$ cat src/rtl/mcu_dmi_req_arbiter.sv
// mcu_dmi_req_arbiter
// Shares the single debug-module register port between the JTAG DMI path
// (single-cycle enable pulses, no backpressure) and a SoC debug requester
// (valid/ready). Only one DM access is in flight at a time. Each access waits
// for dm_rvalid, with a timeout. The response goes back to whichever requester
// owns the access.
//
// Ports
//   clk, rst                      core clock, synchronous active-high reset
//   jtag_reg_en/_wr_en/addr/wdata JTAG request pulse and its payload
//   jtag_rvalid/rdata/err         JTAG response pulse, data and timeout flag
//   jtag_overflow                 sticky: a JTAG pulse arrived while the slot was full
//   soc_req_valid/ready/wr/addr/wdata   SoC request handshake and payload
//   soc_rsp_valid/rdata/err       SoC response pulse, data and timeout flag
//   dm_en/wr_en/addr/wdata        one-cycle DM access strobe and payload
//   dm_rdata/dm_rvalid            DM response
//   busy                          FSM active or a JTAG request is waiting
//
// Build option
//   MCU_DMI_ARB_RR_EN  defined: round-robin between requesters.
//                      undefined: fixed priority, with JTAG always ahead of the SoC.
//
// state | meaning
// IDLE  | pick a requester and latch its request into the issue registers
// ISSUE | dm_en strobe for one cycle; clear the timeout counter
// WAIT  | wait for dm_rvalid or for the timeout
// RESP  | one-cycle response pulse to the owner
module mcu_dmi_req_arbiter #(
   parameter int AW      = 7,
   parameter int DW      = 32,
   parameter int TIMEOUT = 255
) (
   input  logic          clk,
   input  logic          rst,
   input  logic          jtag_reg_en,
   input  logic          jtag_reg_wr_en,
   input  logic [AW-1:0] jtag_addr,
   input  logic [DW-1:0] jtag_wdata,
   output logic          jtag_rvalid,
   output logic [DW-1:0] jtag_rdata,
   output logic          jtag_err,
   output logic          jtag_overflow,
   input  logic          soc_req_valid,
   output logic          soc_req_ready,
   input  logic          soc_req_wr,
   input  logic [AW-1:0] soc_addr,
   input  logic [DW-1:0] soc_wdata,
   output logic          soc_rsp_valid,
   output logic [DW-1:0] soc_rsp_rdata,
   output logic          soc_rsp_err,
   output logic          dm_en,
   output logic          dm_wr_en,
   output logic [AW-1:0] dm_addr,
   output logic [DW-1:0] dm_wdata,
   input  logic [DW-1:0] dm_rdata,
   input  logic          dm_rvalid,
   output logic          busy
);

   localparam logic [1:0] S_IDLE  = 2'd0;
   localparam logic [1:0] S_ISSUE = 2'd1;
   localparam logic [1:0] S_WAIT  = 2'd2;
   localparam logic [1:0] S_RESP  = 2'd3;

   localparam logic OWN_JTAG = 1'b0;
   localparam logic OWN_SOC  = 1'b1;

   localparam logic [7:0] TO_LIMIT = 8'(TIMEOUT);

   logic [1:0]    state;
   logic          jpend;
   logic          jslot_wr;
   logic [AW-1:0] jslot_addr;
   logic [DW-1:0] jslot_wdata;
   logic          overflow;
   logic          owner;
   logic          iss_wr;
   logic [AW-1:0] iss_addr;
   logic [DW-1:0] iss_wdata;
   logic [DW-1:0] rsp_rdata;
   logic          rsp_err;
   logic [7:0]    cnt;
   logic [7:0]    cnt_nxt;
   logic          idle;
   logic          grant_jtag;
   logic          grant_soc;

   assign idle    = (state == S_IDLE);
   assign cnt_nxt = cnt + 8'd1;

`ifdef MCU_DMI_ARB_RR_EN
   logic last_owner;

   // When both requesters are waiting, the one that was not served last wins.
   always_comb begin
      grant_jtag = idle && jpend && (!soc_req_valid || (last_owner == OWN_SOC));
      grant_soc  = idle && soc_req_valid && (!jpend || (last_owner == OWN_JTAG));
   end

   always_ff @(posedge clk) begin
      if (rst) begin
         last_owner <= OWN_JTAG;
      end else if (grant_jtag) begin
         last_owner <= OWN_JTAG;
      end else if (grant_soc) begin
         last_owner <= OWN_SOC;
      end
   end
`else
   always_comb begin
      grant_jtag = idle && jpend;
      grant_soc  = idle && soc_req_valid && !jpend;
   end
`endif

   always_ff @(posedge clk) begin
      if (rst) begin
         state       <= S_IDLE;
         jpend       <= 1'b0;
         jslot_wr    <= 1'b0;
         jslot_addr  <= '0;
         jslot_wdata <= '0;
         overflow    <= 1'b0;
         owner       <= OWN_JTAG;
         iss_wr      <= 1'b0;
         iss_addr    <= '0;
         iss_wdata   <= '0;
         rsp_rdata   <= '0;
         rsp_err     <= 1'b0;
         cnt         <= '0;
      end else begin
         // The slot is free when it is empty or is being handed to the FSM
         // this cycle. A pulse in the grant cycle refills it at once.
         if (jtag_reg_en && (!jpend || grant_jtag)) begin
            jpend       <= 1'b1;
            jslot_wr    <= jtag_reg_wr_en;
            jslot_addr  <= jtag_addr;
            jslot_wdata <= jtag_wdata;
         end else if (jtag_reg_en) begin
            overflow <= 1'b1;
         end else if (grant_jtag) begin
            jpend <= 1'b0;
         end

         case (state)
            S_IDLE: begin
               if (grant_jtag) begin
                  iss_wr    <= jslot_wr;
                  iss_addr  <= jslot_addr;
                  iss_wdata <= jslot_wdata;
                  owner     <= OWN_JTAG;
                  state     <= S_ISSUE;
               end else if (grant_soc) begin
                  iss_wr    <= soc_req_wr;
                  iss_addr  <= soc_addr;
                  iss_wdata <= soc_wdata;
                  owner     <= OWN_SOC;
                  state     <= S_ISSUE;
               end
            end
            S_ISSUE: begin
               cnt   <= '0;
               state <= S_WAIT;
            end
            S_WAIT: begin
               // A response in the last allowed cycle still counts as a success.
               if (dm_rvalid) begin
                  rsp_rdata <= iss_wr ? '0 : dm_rdata;
                  rsp_err   <= 1'b0;
                  state     <= S_RESP;
               end else if (cnt_nxt == TO_LIMIT) begin
                  rsp_rdata <= '0;
                  rsp_err   <= 1'b1;
                  state     <= S_RESP;
               end else begin
                  cnt <= cnt_nxt;
               end
            end
            default: begin
               state <= S_IDLE;
            end
         endcase
      end
   end

   assign dm_en    = (state == S_ISSUE);
   assign dm_wr_en = dm_en & iss_wr;
   assign dm_addr  = dm_en ? iss_addr  : '0;
   assign dm_wdata = dm_en ? iss_wdata : '0;

   assign jtag_rvalid   = (state == S_RESP) && (owner == OWN_JTAG);
   assign jtag_rdata    = jtag_rvalid ? rsp_rdata : '0;
   assign jtag_err      = jtag_rvalid & rsp_err;
   assign jtag_overflow = overflow;

   assign soc_req_ready = grant_soc;
   assign soc_rsp_valid = (state == S_RESP) && (owner == OWN_SOC);
   assign soc_rsp_rdata = soc_rsp_valid ? rsp_rdata : '0;
   assign soc_rsp_err   = soc_rsp_valid & rsp_err;

   assign busy = !idle || jpend;

endmodule

$ cat config.mk
export PLATFORM = sky130hd
export DESIGN_NAME = mcu_dmi_req_arbiter
export DESIGN_NICKNAME = d
export VERILOG_FILES = /design/src/rtl/mcu_dmi_req_arbiter.sv
export SDC_FILE = /design/constraint.sdc
export NUM_CORES = 1
export LEC_CHECK = 0
export CORE_MARGIN = 5
export CORE_UTILIZATION = 30
export CTS_CLUSTER_DIAMETER = 50
export DETAILED_ROUTE_END_ITERATION = 16
export PLACE_DENSITY = 0.58
export SYNTH_ARGS = -nofsm -noshare
export SYNTH_HDL_FRONTEND = slang
export SYNTH_SLANG_ARGS = --single-unit
export TNS_END_PERCENT = 10
$ cat constraint.sdc
create_clock -name clk -period 2.24 [get_ports clk]
set_input_delay 0.448 -clock clk [delete_from_list [all_inputs] [get_ports clk]]
set_output_delay 0.448 -clock clk [all_outputs]
set_load 0.1 [all_outputs]
# After elaboration in Yosys (flattened, before gate mapping)
# Index checks and enable logic that the tools add are counted.
# totals
reg_bits,126
rom_bits,0
out_inout_bits,112
word_cells,77
n_memories,0
ramBits,0
latch_bits,0
in_bits,117
# op_classes
div,0
n_bitwise,5
n_mul,0
reduce_logical,21
n_addsub,1
mux,28
order_cmp,0
n_eq_ne,9
n_shift,0
# ops
op,count
32-bit two-way mux,8
7-bit two-way mux,3
8-bit two-way mux,2
8-bit one-hot mux with 2 select lines,1
2-bit AND reduction,5
1-bit two-way mux,9
8-bit by 1-bit adder with 8-bit output (second input constant),1
8-bit equality test (second input constant),1
2-bit two-way mux,4
2-bit nonzero test,4
1-bit logical AND,6
2-bit one-hot mux with 3 select lines,1
2-bit equality test (second input constant),2
2-bit inequality test (second input constant),2
1-bit AND,3
3-bit by 2-bit inequality test with 1-bit output (second input constant),1
3-bit inequality test (second input constant),1
3-bit AND reduction,1
2-bit by 1-bit equality test with 1-bit output (second input constant),1
1-bit logical NOT,2
2-bit logical NOT,1
1-bit logical OR,2
2-bit by 1-bit inequality test with 1-bit output (second input constant),1
1-bit NOT,2

# Depth between registers and ports, before layout
# Gate-level depths: netlist of the first run.
# depth
ltp_word,6
mapped_depth,8
depth_no_buf,7

# Worst setup path after synthesis of the first run
# No wires, ideal clock.
# synth_timing
path_type,reg-to-output
start,register state[1]
end,output jtag_rdata[22]
n_path_buf,1
arrival_ps,2741
t_required_ps,1792
setup_slack_ps,-949
stages_incl_launch_ff,5
cell_sequence,dfxtp_1 > ha_1 > nor2b_1 > clkbuf_1 > and2_1
# synth_between
elab_chain_cells,3
# synth_rtl
element,line_no,rtl
from (decl),70,logic [1:0] state;
from (signal assigned),118,state <= S_IDLE;
from (signal assigned),152,state <= S_ISSUE;
from (signal assigned),158,state <= S_ISSUE;
2-bit equality test,191,assign jtag_rvalid = (state == S_RESP) && (owner == OWN_JTAG);
1-bit logical AND,191,
via jtag_rvalid,39,"output logic jtag_rvalid,"
32-bit two-way mux,192,assign jtag_rdata = jtag_rvalid ? rsp_rdata : '0;
to (decl),40,"output logic [DW-1:0] jtag_rdata,"
# The timed path passes the listed nets, and every way through them passes these cells.

# Worst setup path in the final report of the first run
# layout_timing
start,register state[1]
end,output jtag_rdata[7]
# layout_between
elab_chain_cells,3
# layout_rtl
element,line_no
2-bit equality test,191
1-bit logical AND,191
32-bit two-way mux,192
# Every way passes these cells.

==> flow_metrics.tcl, run 1 <==
set metrics [dict create \
    final_common_cell "dfxtp_1" \
    crit_fanout 17 \
    rsz0062_at_grt "yes" \
    fin_crit_ps 2169 \
    synth_nets 872 \
    maxSlewViolCount 0 \
    outcome "completed" \
    path_delay_family "simple AND/OR/NAND/NOR gates" \
    routed_wl_mm 20.45 \
    synth-simple-area-share 0.2936 \
    yosysSeqAreaShare 0.4283 \
    clk_pin_slew_ps 60 \
    vias_per_cell 4.780 \
    final_cell_mix "dfxtp_1 (124), nand2_1 (122), buf_12 (116)" \
    dieArea_um2 22530 \
    worst_pin_slew_ps 513.8 \
    avgSynthCellArea_um2 7.863 \
    ys_warn_count 0 \
    slowest_delay_ps 350 \
    met2_usage 0.2877 \
    grt_pass1_vias 5700 \
    die_width_um 150.1 \
    diodes 0 \
    grt_pass1_wl_mm 31.38 \
    final_core_util 0.5310 \
    cp-end-kind "primary output" \
    required_ps 1790 \
    async_flop_share 0 \
    detail-route-antenna-nets 0 \
    synthFlopType "dfxtp_1" \
    grt_max_degree 50 \
    design.core.area_um2 19400 \
    synth_xor_area_frac 0 \
    cts_buffer_depth 2 \
    root_buffer "clkbuf_16" \
    io_pins 229 \
    antenna_found_initial 2 \
    ys_types 49 \
    muxShareOfSynthArea 0.001700 \
    cts_tree "built" \
    postCtsSetupRepairBufs 0 \
    layoutNonFillerInstCount 1235 \
    io_buffers 228 \
    synth_edf_count 0 \
    hold_path_end "cnt[5]" \
    num_rows 51 \
    hold_violations 0 \
    powerDensity_nw_per_um2 955.3 \
    synth_area_um2 5889 \
    hpwl_mm 14.43 \
    rr_worst_depth 7 \
    regToRegEndpoint "rsp_rdata[31]" \
    use_met1 0.2262 \
    rr_startpoint "cnt[1]" \
    skew_ps 7.516 \
    peakVddDrop_uv 627.5 \
    setup.worst_path.class "flop to primary output" \
    slowest_stage "dfxtp_2" \
    netlist_instances 749 \
    fmax_mhz 461.0 \
    hp-class "primary input to flop" \
    clk-insertion-delay-late_ps 410 \
    ys_ff_latch 126 \
    finalSetupViolations 0 \
    drt_iter0_drc 329 \
    slew_headroom 0.6575 \
    post_drt_wl_per_cell_um 16.56 \
    cp_num_buf_inv 2 \
    cts_buffers 17 \
    r2r_slack_ps 190 \
    synth_top_family_by_area "simple AND/OR/NAND/NOR gates" \
    drc_errors 0 \
    dp_cells 1203 \
    grt_usage 0.1771 \
    cts_sinks 126 \
    max-cap-violations 0 \
    gp_congestion 0.8018 \
    min_from "rst" \
    busiest_layer "met2" \
    fin_setup_tns_ps 0 \
    startpoint_type "flop" \
    power.total_mw 9.840 \
    die_h_um 150.1 \
    cp_cell_sequence "ha_1 -> nor2b_4 -> clkbuf_16 -> and2_1 -> buf_12" \
    final_net_count 1081 \
    synth_fa_ha_area_frac 0.01275 \
    worstHoldPathCells 2 \
    synth-compound-area-share 0.2144 \
    drive_above_1_share 0.2052 \
    p_leak_nw 4.097 \
    grtUsageMet3 0.06562 \
    first_pass_iters 4 \
    start_util 0.3036 \
    finalCritPeriodShare 0.9683 \
    cp_data_arrival_time_ps 1720 \
    grt.overflow.total 0 \
    via_count 5903 \
    htree_levels 4 \
    syn_to_final_growth_pct 74.91 \
]
==> power by group <==
part	internal [mW]	total [mW]	switching (mW)
sequential	2.62	2.80	0.188
clock	1.91	2.93	1.02
combinational	1.50	4.11	2.61
total	6.02	9.84	3.82
==> metal layers <==
metal	up-vias	share of wire
li1	2975	-
met1	2693	0.43
met2	215	0.46
met3	16	0.097
met4	4	0.011
met5	-	0.00068
==> timing repair <==
action,in CTS,in global routing
gates resized for setup,0,4
endpoints found under the setup margin,0,59
hold buffers,0,0
==> cell usage after synthesis, types with 2 or more instances <==
cell type	count	area, um2
o21ai_0	41	205.2
nor2b_1	3	18.77
nor2_1	89	334.1
nand2b_1	3	18.77
nand3b_1	7	52.55
ha_1	6	75.07
and2_1	75	469.2
o22ai_1	3	18.77
a21oi_1	49	245.2
inv_1	5	18.77
nand3_1	8	40.04
a211oi_1	37	277.8
and3_1	35	219.0
clkbuf_1	54	202.7
nor4_1	2	12.51
o211ai_1	2	15.01
a22o_2	2	20.02
buf_1	4	15.01
a2111o_1	2	22.52
o311ai_0	2	17.52
or3_1	3	18.77
o21ai_1	2	10.01
nor3_1	5	25.02
o21a_1	3	22.52
nand2_1	123	461.7
a22o_1	30	262.8
a2111oi_0	5	43.79
dfxtp_1	126	2522
buf_6	3	33.78
==> per-stage QoR <==
step / area [um2] / hold WS (ps) / worst slack [ps]
2_1_floorplan: 5917 / 432.8 / -169.1
3_3_place_gp: 9637 / 438.9 / 134.8
3_5_place_dp: 9637 / 443.1 / 129.3
4_1_cts: 10260 / 409.9 / 3.929
5_1_grt: 10300 / 439.9 / -12.18
6_report: 10300 / 415.8 / 70.95
==> worst max-delay path by stage <==
stage / depth (start not counted) / to / start / slack (ps)
floorplan: 4 / dm_addr[0] / state[1] / -170
global placement: 5 / cnt[7] / dm_rvalid / 130
detailed placement: 7 / rsp_rdata[24] / dm_rvalid / 130
CTS: 4 / soc_req_ready / state[0] / 4
global route: 5 / jtag_rdata[15] / state[1] / -10
finish: 5 / jtag_rdata[7] / state[1] / 70
==> final cells by class <==
class                   instances  area (um2)
well taps                     265       331.6
repair buffers                253        3651
fillers                      1829        9097
flip-flops and latches        126        2525
inverters                       7       26.28
clock buffers                  20       456.7
multi-input cells             553        3146
clock inverters                11       165.2
==> logic make-up after synthesis <==
family / Yosys count
mux: 1
fa+ha+maj: 6
compound gates: 186
simple gates: 360
buf+inv: 70
flops: 126
==> registers in the layout (all words and copies together), names as in the netlist <==
name,cells
cnt,8
iss_addr,7
iss_wdata,32
iss_wr,1
jpend,1
jslot_addr,7
jslot_wdata,32
jslot_wr,1
jtag_overflow,1
owner,1
rsp_err,1
rsp_rdata,32
state,2
No activity file was read; power rests on OpenSTA's default activity.
==> run 2, diff against run 1 <==
==> constraint.sdc (replaced) <==
create_clock -name clk -period 2.28 [get_ports clk]
set_input_delay 0.456 -clock clk [delete_from_list [all_inputs] [get_ports clk]]
set_output_delay 0.456 -clock clk [all_outputs]
set_load 0.1 [all_outputs]
==> run 2 against run 1 <==
  * Critical path type unchanged
  * Critical endpoint is now jtag_rdata[3]
  * Core utilization down 0.097 points
  * First-iteration DRC count up 12%
  * Via count down 0.73%
  * Clock-buffer cell count down 2
==> flow_metrics.tcl, run 2 (synthesis gave the netlist of run 1 again) <==
set metrics [dict create \
    peakVddDrop_uv 692.6 \
    via_count 5860 \
    finalSetupViolations 0 \
    reg_top3 "iss_wdata x32, jslot_wdata x32, rsp_rdata x32" \
    final_net_count 1079 \
    p_int_mw 5.669 \
    grt_usage 0.1762 \
    antenna_found_initial 0 \
    syn_to_final_growth_pct 74.59 \
    cts_sinks 126 \
    design.core.area_um2 19400 \
    hpwl_mm 13.97 \
    cts_buffer_depth 2 \
    required_ps 1820 \
    max-cap-violations 0 \
    crit_fanout 17 \
    r2r_slack_ps 220 \
    drive_above_1_share 0.2074 \
    start_util 0.3036 \
    place_area_um2 9607 \
    powerDensity_nw_per_um2 929.1 \
    grt_pass1_vias 5606 \
    cts_tree "built" \
    io_pins 229 \
    drc_errors 0 \
    final_cell_mix "dfxtp_1 (124), nand2_1 (123), buf_12 (117)" \
    dieArea_um2 22530 \
    grt_pass1_wl_mm 31.25 \
    setup_slack_ps 75.86 \
    cp-end-kind "primary output" \
    power.total_mw 9.554 \
    pre_cts_ws_ps 70.36 \
    p_leak_nw 4.072 \
    skew_ps 11.42 \
    fin_area_um2 10280 \
    post_drt_wl_per_cell_um 16.75 \
    io_buffers 228 \
    rsz0062_at_grt "no" \
    final_core_util 0.5301 \
    startpoint_type "flop" \
    vias_per_cell 4.749 \
    ctsHoldBuffers 0 \
    diodes 0 \
    slew_headroom 0.2461 \
    grt_max_degree 103 \
    setup.worst_path.class "flop to primary output" \
    p_sw_frac 0.4066 \
    layoutNonFillerInstCount 1234 \
    die_width_um 150.1 \
    clkPwrFrac 0.276 \
    grt.overflow.total 0 \
    outcome "completed" \
    first_pass_iters 5 \
    gp_congestion 0.7973 \
    seqPwrFrac 0.289 \
    clk-insertion-delay-late_ps 420 \
    power_switching_mw 3.885 \
    maxSlewViolCount 0 \
    combPwrFrac 0.435 \
    clk_pin_slew_ps 60 \
    final_common_cell "dfxtp_1" \
    drt_iter0_drc 370 \
    die_h_um 150.1 \
    dp_cells 1199 \
    worst_pin_slew_ps 1127 \
    cts_buffers 17 \
    htree_levels 4 \
    cp_data_arrival_time_ps 1750 \
    num_rows 51 \
    hold_violations 0 \
    root_buffer "clkbuf_16" \
    finalCritPeriodShare 0.9667 \
    fmax_mhz 453.7 \
    routed_wl_mm 20.67 \
    fin_crit_ps 2204 \
    detail-route-antenna-nets 0 \
    hp-class "primary input to flop" \
]
## run 2: cell count changes in the layout (fill, tap and decap cells not counted), moves of 3 or more
cell	change
and2_4	-5
bufinv_16	-3
buf_4	-5
inv_6	+5
and2_2	+6
## run 2: timing repair
item | 4_1_cts | 5_1_grt
endpoints found under the hold margin | 0 | 0
cloned | 0 | 2
setup endpoints to repair | 44 | 64
buffers inserted | 0 | 1
gates resized for setup | 3 | 8
## run 2: worst max-delay path, cell delays in order, from the launching register on
cell,delay (ps)
dfxtp_4,370
ha_2,190
nor2b_4,220
clkbuf_16,200
and2_1,180
buf_12,180
## run 2: routing by layer
metal	track usage	wire (um)
met5	0	0
met4	0.03568	134
met3	0.06713	1928
met2	0.2856	9484
met1	0.2249	9123
## run 2: layout make-up
cell class / count / area (um2)
fillers: 1815 / 9116
repair buffers: 251 / 3670
multi-input cells: 553 / 3156
flip-flops and latches: 126 / 2527
clock buffers: 18 / 439.2
well taps: 265 / 331.6
clock inverters: 14 / 132.6
inverters: 7 / 26.28
## run 2: worst paths after layout
check                       start              end  cells past startpoint
setup / recovery         state[0]    jtag_rdata[3]                      5
hold / removal                rst           cnt[3]                      4
setup reg to reg           cnt[1]    rsp_rdata[31]                      7
hold reg to reg   jslot_wdata[15]  jslot_wdata[15]                      2
## run 2: through the flow
step	hold WS (ps)	setup TNS, ps
global placement	438.4	0
floorplan	432.8	-6684
finish	444.6	0
CTS	424.3	-397.4
global route	460.0	0
detailed placement	443.4	0
## run 2: power by group through the flow
stage          logic (mW)  clock network (mW)  registers (mW)
6_report             4.16                2.63            2.76
5_1_grt              4.44                2.81            2.80
4_1_cts              4.02                2.71            2.75
3_5_place_dp         4.00                   0            2.80
3_3_place_gp         3.98                   0            2.79
2_1_floorplan        2.48                   0            2.76
